==> src/rtl/mem_port_arbiter_if.sv <==
// mem_port_arbiter_if: requester, memory and status signals of the shared port.
// The arbiter takes the master modport; the surrounding logic takes slave.
interface mem_port_arbiter_if #(
  parameter int AW = 32,
  parameter int DW = 32
);
  logic          d_req;
  logic          d_we;
  logic [AW-1:0] d_addr;
  logic [DW-1:0] d_wdata;
  logic          d_done;
  logic [DW-1:0] d_rdata;
  logic          i_req;
  logic [AW-1:0] i_addr;
  logic          i_done;
  logic [DW-1:0] i_rdata;
  logic          mem_req;
  logic          mem_we;
  logic [AW-1:0] mem_addr;
  logic [DW-1:0] mem_wdata;
  logic          mem_gnt;
  logic          mem_rvalid;
  logic [DW-1:0] mem_rdata;
  logic          sel;
  logic          busy;

  modport master (
    input  d_req, d_we, d_addr, d_wdata,
    input  i_req, i_addr,
    input  mem_gnt, mem_rvalid, mem_rdata,
    output d_done, d_rdata, i_done, i_rdata,
    output mem_req, mem_we, mem_addr, mem_wdata,
    output sel, busy
  );

  modport slave (
    output d_req, d_we, d_addr, d_wdata,
    output i_req, i_addr,
    output mem_gnt, mem_rvalid, mem_rdata,
    input  d_done, d_rdata, i_done, i_rdata,
    input  mem_req, mem_we, mem_addr, mem_wdata,
    input  sel, busy
  );
endinterface

==> src/rtl/mem_port_arbiter.sv <==
// mem_port_arbiter: shares one memory port between MEM (data) and IF (fetch).
// Define ARB_RR_EN for round-robin arbitration; default is data-over-fetch.

module mux2 #(
  parameter int W = 1
) (
  input  logic         s,
  input  logic [W-1:0] a,
  input  logic [W-1:0] b,
  output logic [W-1:0] y
);
  assign y = s ? b : a;
endmodule

module mem_port_arbiter #(
  parameter int AW = 32,
  parameter int DW = 32
) (
  input  logic clk,
  input  logic reset,
  mem_port_arbiter_if.master bus
);
  localparam int MW = 1 + AW + DW;

  typedef enum logic [1:0] {
    IDLE, REQ, WAIT, RESP
  } state_e;

  state_e        state_q, state_d;
  logic          sel_q, sel_d;
  logic          d_we_q, d_we_d;
  logic [AW-1:0] d_addr_q, d_addr_d;
  logic [DW-1:0] d_wdata_q, d_wdata_d;
  logic [AW-1:0] i_addr_q, i_addr_d;
  logic [DW-1:0] d_rdata_q, d_rdata_d;
  logic [DW-1:0] i_rdata_q, i_rdata_d;

  logic          any_req;
  logic          grant;
  logic          pick_i;
  logic          rsp_in;
  logic [MW-1:0] leg_d, leg_i, leg_y;

  assign any_req = bus.d_req | bus.i_req;
  assign grant   = (state_q == IDLE) & any_req;
  assign rsp_in  = ((state_q == REQ) & bus.mem_gnt & bus.mem_rvalid)
                 | ((state_q == WAIT) & bus.mem_rvalid);

`ifdef ARB_RR_EN
  logic rr_q, rr_d;

  // on a tie the side not granted last wins; rr_q=1 means data went last
  assign pick_i = bus.i_req & (~bus.d_req | rr_q);

  // remember the side of every grant
  always_comb begin
    rr_d = rr_q;
    if (grant) rr_d = ~pick_i;
  end

  // round-robin pointer, cleared to "fetch last" so data wins the first tie
  always_ff @(posedge clk) begin
    if (reset) rr_q <= 1'b0;
    else       rr_q <= rr_d;
  end
`else
  assign pick_i = bus.i_req & ~bus.d_req;
`endif

  // state register
  always_ff @(posedge clk) begin
    if (reset) state_q <= IDLE;
    else       state_q <= state_d;
  end

  // next-state logic; a gnt with rvalid in the same cycle skips WAIT
  always_comb begin
    state_d = state_q;
    unique case (state_q)
      IDLE: if (any_req) state_d = REQ;
      REQ: begin
        if (bus.mem_gnt) begin
          state_d = bus.mem_rvalid ? RESP : WAIT;
        end
      end
      WAIT: if (bus.mem_rvalid) state_d = RESP;
      RESP: state_d = IDLE;
      default: state_d = IDLE;
    endcase
  end

  // latch the winner at grant; capture read data as RESP is entered
  always_comb begin
    sel_d     = sel_q;
    d_we_d    = d_we_q;
    d_addr_d  = d_addr_q;
    d_wdata_d = d_wdata_q;
    i_addr_d  = i_addr_q;
    d_rdata_d = d_rdata_q;
    i_rdata_d = i_rdata_q;
    if (grant) begin
      sel_d = pick_i;
      if (pick_i) begin
        i_addr_d = bus.i_addr;
      end else begin
        d_we_d    = bus.d_we;
        d_addr_d  = bus.d_addr;
        d_wdata_d = bus.d_wdata;
      end
    end
    if (rsp_in) begin
      if (sel_q)        i_rdata_d = bus.mem_rdata;
      else if (!d_we_q) d_rdata_d = bus.mem_rdata;
    end
  end

  // transaction and response registers
  always_ff @(posedge clk) begin
    if (reset) begin
      sel_q     <= 1'b0;
      d_we_q    <= 1'b0;
      d_addr_q  <= '0;
      d_wdata_q <= '0;
      i_addr_q  <= '0;
      d_rdata_q <= '0;
      i_rdata_q <= '0;
    end else begin
      sel_q     <= sel_d;
      d_we_q    <= d_we_d;
      d_addr_q  <= d_addr_d;
      d_wdata_q <= d_wdata_d;
      i_addr_q  <= i_addr_d;
      d_rdata_q <= d_rdata_d;
      i_rdata_q <= i_rdata_d;
    end
  end

  // fetch leg never writes
  assign leg_d = {d_we_q, d_addr_q, d_wdata_q};
  assign leg_i = {1'b0, i_addr_q, {DW{1'b0}}};

  mux2 #(.W(MW)) u_mux (
    .s (sel_q),
    .a (leg_d),
    .b (leg_i),
    .y (leg_y)
  );

  assign bus.mem_addr  = leg_y[DW +: AW];
  assign bus.mem_wdata = leg_y[DW-1:0];
  assign bus.sel       = sel_q;
  assign bus.d_rdata   = d_rdata_q;
  assign bus.i_rdata   = i_rdata_q;

  // per-state outputs: request in REQ, owner's done pulse in RESP
  always_comb begin
    bus.mem_req = 1'b0;
    bus.mem_we  = 1'b0;
    bus.d_done  = 1'b0;
    bus.i_done  = 1'b0;
    bus.busy    = (state_q != IDLE);
    unique case (state_q)
      REQ: begin
        bus.mem_req = 1'b1;
        bus.mem_we  = leg_y[MW-1];
      end
      RESP: begin
        bus.d_done = ~sel_q;
        bus.i_done = sel_q;
      end
      default: ;
    endcase
  end
endmodule

==> src/flat_wrapper.sv <==
// flat-port wrapper written by rule: the top's interface ports become plain ports
module mem_port_arbiter_flat 
#(
  parameter int AW = 32,
  parameter int DW = 32
)
  (clk, reset, bus_d_req, bus_d_we, bus_d_addr, bus_d_wdata, bus_i_req, bus_i_addr, bus_mem_gnt, bus_mem_rvalid, bus_mem_rdata, bus_d_done, bus_d_rdata, bus_i_done, bus_i_rdata, bus_mem_req, bus_mem_we, bus_mem_addr, bus_mem_wdata, bus_sel, bus_busy);
  mem_port_arbiter_if #(.AW(AW), .DW(DW)) bus_i ();
  input  logic clk;
  input  logic reset;
  input wire logic [$bits(bus_i.d_req)-1:0] bus_d_req;
  input wire logic [$bits(bus_i.d_we)-1:0] bus_d_we;
  input wire logic [$bits(bus_i.d_addr)-1:0] bus_d_addr;
  input wire logic [$bits(bus_i.d_wdata)-1:0] bus_d_wdata;
  input wire logic [$bits(bus_i.i_req)-1:0] bus_i_req;
  input wire logic [$bits(bus_i.i_addr)-1:0] bus_i_addr;
  input wire logic [$bits(bus_i.mem_gnt)-1:0] bus_mem_gnt;
  input wire logic [$bits(bus_i.mem_rvalid)-1:0] bus_mem_rvalid;
  input wire logic [$bits(bus_i.mem_rdata)-1:0] bus_mem_rdata;
  output wire logic [$bits(bus_i.d_done)-1:0] bus_d_done;
  output wire logic [$bits(bus_i.d_rdata)-1:0] bus_d_rdata;
  output wire logic [$bits(bus_i.i_done)-1:0] bus_i_done;
  output wire logic [$bits(bus_i.i_rdata)-1:0] bus_i_rdata;
  output wire logic [$bits(bus_i.mem_req)-1:0] bus_mem_req;
  output wire logic [$bits(bus_i.mem_we)-1:0] bus_mem_we;
  output wire logic [$bits(bus_i.mem_addr)-1:0] bus_mem_addr;
  output wire logic [$bits(bus_i.mem_wdata)-1:0] bus_mem_wdata;
  output wire logic [$bits(bus_i.sel)-1:0] bus_sel;
  output wire logic [$bits(bus_i.busy)-1:0] bus_busy;
  assign bus_i.d_req = bus_d_req;
  assign bus_i.d_we = bus_d_we;
  assign bus_i.d_addr = bus_d_addr;
  assign bus_i.d_wdata = bus_d_wdata;
  assign bus_i.i_req = bus_i_req;
  assign bus_i.i_addr = bus_i_addr;
  assign bus_i.mem_gnt = bus_mem_gnt;
  assign bus_i.mem_rvalid = bus_mem_rvalid;
  assign bus_i.mem_rdata = bus_mem_rdata;
  assign bus_d_done = bus_i.d_done;
  assign bus_d_rdata = bus_i.d_rdata;
  assign bus_i_done = bus_i.i_done;
  assign bus_i_rdata = bus_i.i_rdata;
  assign bus_mem_req = bus_i.mem_req;
  assign bus_mem_we = bus_i.mem_we;
  assign bus_mem_addr = bus_i.mem_addr;
  assign bus_mem_wdata = bus_i.mem_wdata;
  assign bus_sel = bus_i.sel;
  assign bus_busy = bus_i.busy;
  mem_port_arbiter #(.AW(AW), .DW(DW)) u_core (.clk(clk), .reset(reset), .bus(bus_i));
endmodule
==> config.mk <==
export PLATFORM = sky130hd
export DESIGN_NAME = mem_port_arbiter_flat
export DESIGN_NICKNAME = d
export VERILOG_FILES = /design/src/rtl/mem_port_arbiter_if.sv /design/src/rtl/mem_port_arbiter.sv /design/src/flat_wrapper.sv
export SDC_FILE = /design/constraint.sdc
export NUM_CORES = 1
export LEC_CHECK = 0
export ABC_AREA = 0
export CAP_MARGIN = 20
export CORE_UTILIZATION = 48
export CTS_CLUSTER_DIAMETER = 80
export DETAILED_ROUTE_END_ITERATION = 10
export GPL_TIMING_DRIVEN = 0
export PLACE_DENSITY = 0.86
export REMOVE_ABC_BUFFERS = 1
export SLEW_MARGIN = 20
export SYNTH_ARGS = -nofsm -noshare
export SYNTH_HDL_FRONTEND = slang
export SYNTH_HIERARCHICAL = 1
export SYNTH_SLANG_ARGS = --single-unit
==> constraint.sdc <==
create_clock -name clk -period 3.1 [get_ports clk]
set_input_delay 0.93 -clock clk [delete_from_list [all_inputs] [get_ports clk]]
set_output_delay 0.93 -clock clk [all_outputs]
set_load 0.005 [all_outputs]
==> flow_summary.toml <==
[sta]
setup_viol = 0
finalHoldViolCount = 0
fmax_mhz = 349
slew_headroom_pct = 50.7
drv_slew = 0
setup_slack_ns = 0.236
fin_skew_ns = 0.00660
rsz0062_at_grt = "false"
period_minus_slack_ns = 2.86
worst_slew_pin_slew_ns = 0.736
min_period_over_period_pct = 92.4
hold_ws_ns = 0.452

[power]
vdd_ir_drop_max_uv = 365
power_leakage_nw = 4.25
power_density_nw_per_um2 = 656
p_total_mw = 7.06

[clocking]
ctsResizeCount = 0
cts_setup_buffers = 6
path_clk_slew_ns = 0.06
worstSkewPairLatency_ns = 0.42
cts_sinks = 164
cts_tree = "yes"
cts.htree.levels = 4
clockBufferDepth = 2
cts_root_buffer = "clkbuf_16"
hold_buffers = 0
cts_buffers = 17

[placement]
dpl.hpwl_um = 13300
dp_worst_setup_slack_ns = -0.0510
gp_congestion = 0.753
io_buffer_count = 268

[hold_path]
holdPathStages = 2
hold_start = "u_core/d_wdata_q[20]"
hold_path_class = "register to register"
holdPathEnd = "u_core/d_wdata_q[20]"

[synthesis]
async_reset_ff_share_pct = 0
synth_warnings = 6
synth_seq_area_share_pct = 45.4
synth_cell_types = 28
mappedNetlistArea_um2 = 7230
ys.flop_type = "dfxtp_1"
postSynthCellCount = 769
synth_seq_cells = 164
syn_area_per_cell_um2 = 9.41
synth_edf_count = 0

[worst_setup_path]
r2r-end = "u_core/bus.d_rdata[31]"
rr_startpoint = "u_core/state_q[1]"
required_ns = 2.17
start_kind = "register"
end_kind = "output port"
critical_path_class = "register to output port"
startpoint = "u_core/bus.sel"
rrSetupSlack_ns = 0.71
reg2regPathDepth = 8
critPathArrivalTime_ns = 1.93
crit_path_max_fanout = 39

[global_route]
grt_max_degree = 125
grt_pass1_vias = 6110
gr-usage-all-layers_pct = 25.3
grt_pass1_wl_um = 30900
grt_overflow = 0
antenna_found_initial = 0

[status]
violations = "design-rule violations"
status = "finished, violations left"

[layout]
drive_gt1_share_pct = 11.2
synthToLayoutAreaGrowth_pct = 48.9
utilization_pct = 73.6
nFillCells = 1048
layout.nets = 1187
num_antenna_cells = 0

[route]
ant_nets = 0
first_pass_iters = 7
viasPerCell = 4.94
drt_first_iter_violations = 298
routedWlPerCell_um = 15.5
route.detailed.drc = 46
wl_um = 19300
vias = 6133

[floorplan]
fp.dieW_um = 125
floorplan.initialDensity_pct = 49.4
num_io_pins = 269
die_h_um = 125
core_area_um2 = 14600
num_rows = 44
dieArea_um2 = 15600

[flow_run]
max-cap-violations = 0
[cell usage in the layout, fill, tap and decap left out, types with 3 or more instances in the layout]
cell,netlist,layout
clkdlybuf4s50_1,0,267
nand2_1,195,194
dfxtp_1,164,163
a21oi_1,98,98
nand2b_1,98,98
mux2i_1,65,65
mux2_4,50,50
conb_1,1,33
clkbuf_16,0,17
mux2_2,15,15
buf_6,10,6
buf_4,3,5
buf_16,0,5
clkinvlp_4,0,4
inv_1,4,4
ha_1,4,4
clkinv_2,0,3
[cells by family after synthesis]
family | synth area share, %
DFF | 45.4
muxes | 21.7
other | 0.0518
buffers and inverters | 4.88
and+or+nand+nor | 20.0
adders and majority gates | 0.692
AOI/OAI and AO/OA | 7.30
[worst max-delay path, stage by stage, from the launching register on]
cell,delay (ns)
dfxtp_4,0.38
buf_16,0.28
mux2_4,0.33
clkdlybuf4s50_1,0.51
[cell type report]
type | instances | area [µm²] | area share (%)
Clock buffer | 19 | 433 | 4.02
Clock inverter | 10 | 111 | 1.03
Inverter | 4 | 15.0 | 0.139
Multi-Input combinational cell | 575 | 3730 | 34.6
Sequential cell | 164 | 3290 | 30.5
Tap cell | 184 | 230 | 2.14
Timing Repair Buffer | 286 | 2970 | 27.5
[through the flow]
step                cell area, µm²  setup TNS (ns)  cells
floorplan                     7020         -123.60    743
finish                       10800               0   1242
global route                 10800               0   1242
global placement              9930         -644.03   1195
detailed placement           10100          -0.333   1207
CTS                          10800               0   1242
[how the worst max path moves through the flow]
| stage | end | slack (ns) | depth (start not counted) |
|---|---|---|---|
| 3_5_place_dp | u_core/bus.d_rdata[31] | -0.05 | 7 |
| 2_1_floorplan | u_core/bus.i_rdata[0] | -1.69 | 2 |
| 4_1_cts | bus_mem_wdata[4] | 0.21 | 3 |
| 6_report | bus_mem_addr[14] | 0.24 | 3 |
| 3_3_place_gp | u_core/bus.i_rdata[0] | -3.48 | 2 |
| 5_1_grt | bus_mem_we | 0.17 | 4 |
[sequential cells by signal, indices dropped and copies added, names as in the netlist]
signal	cells
u_core/d_wdata_q	32
u_core/bus.d_rdata	32
u_core/i_addr_q	32
u_core/bus.sel	1
u_core/state_q	2
u_core/d_we_q	1
u_core/bus.i_rdata	32
u_core/d_addr_q	32
[Yosys cell counts (all sizes together), types with 2 or more instances]
| master | count | area (µm²) |
|---|---|---|
| nand2 | 195 | 732 |
| dfxtp | 164 | 3280 |
| a21oi | 99 | 499 |
| nand2b | 98 | 613 |
| mux2 | 65 | 920 |
| mux2i | 65 | 651 |
| buf | 41 | 274 |
| clkbuf | 17 | 63.8 |
| ha | 4 | 50.1 |
| inv | 4 | 15.0 |
| and2 | 3 | 20.0 |
| a2111oi | 2 | 18.8 |
| nand3b | 2 | 15.0 |
| nor2b | 2 | 12.5 |
| nor3 | 2 | 10.0 |
[metal layers]
| layer | share of wire (%) | track usage (%) | vias to the layer above |
|---|---|---|---|
| li1 | - | - | 3053 |
| met1 | 39 | 28.0 | 2830 |
| met2 | 47 | 43.0 | 224 |
| met3 | 12 | 11.1 | 26 |
| met4 | 1.7 | 8.57 | 0 |
| met5 | 0 | 0 | - |
[power breakdown]
part,internal [mW],leakage [nW],total [mW],switching [mW]
clock,1.17,0.257,2.00,0.830
sequential,2.40,1.34,2.56,0.160
combinational,1.43,2.66,2.51,1.08
No activity file was read; power rests on OpenSTA's default activity.
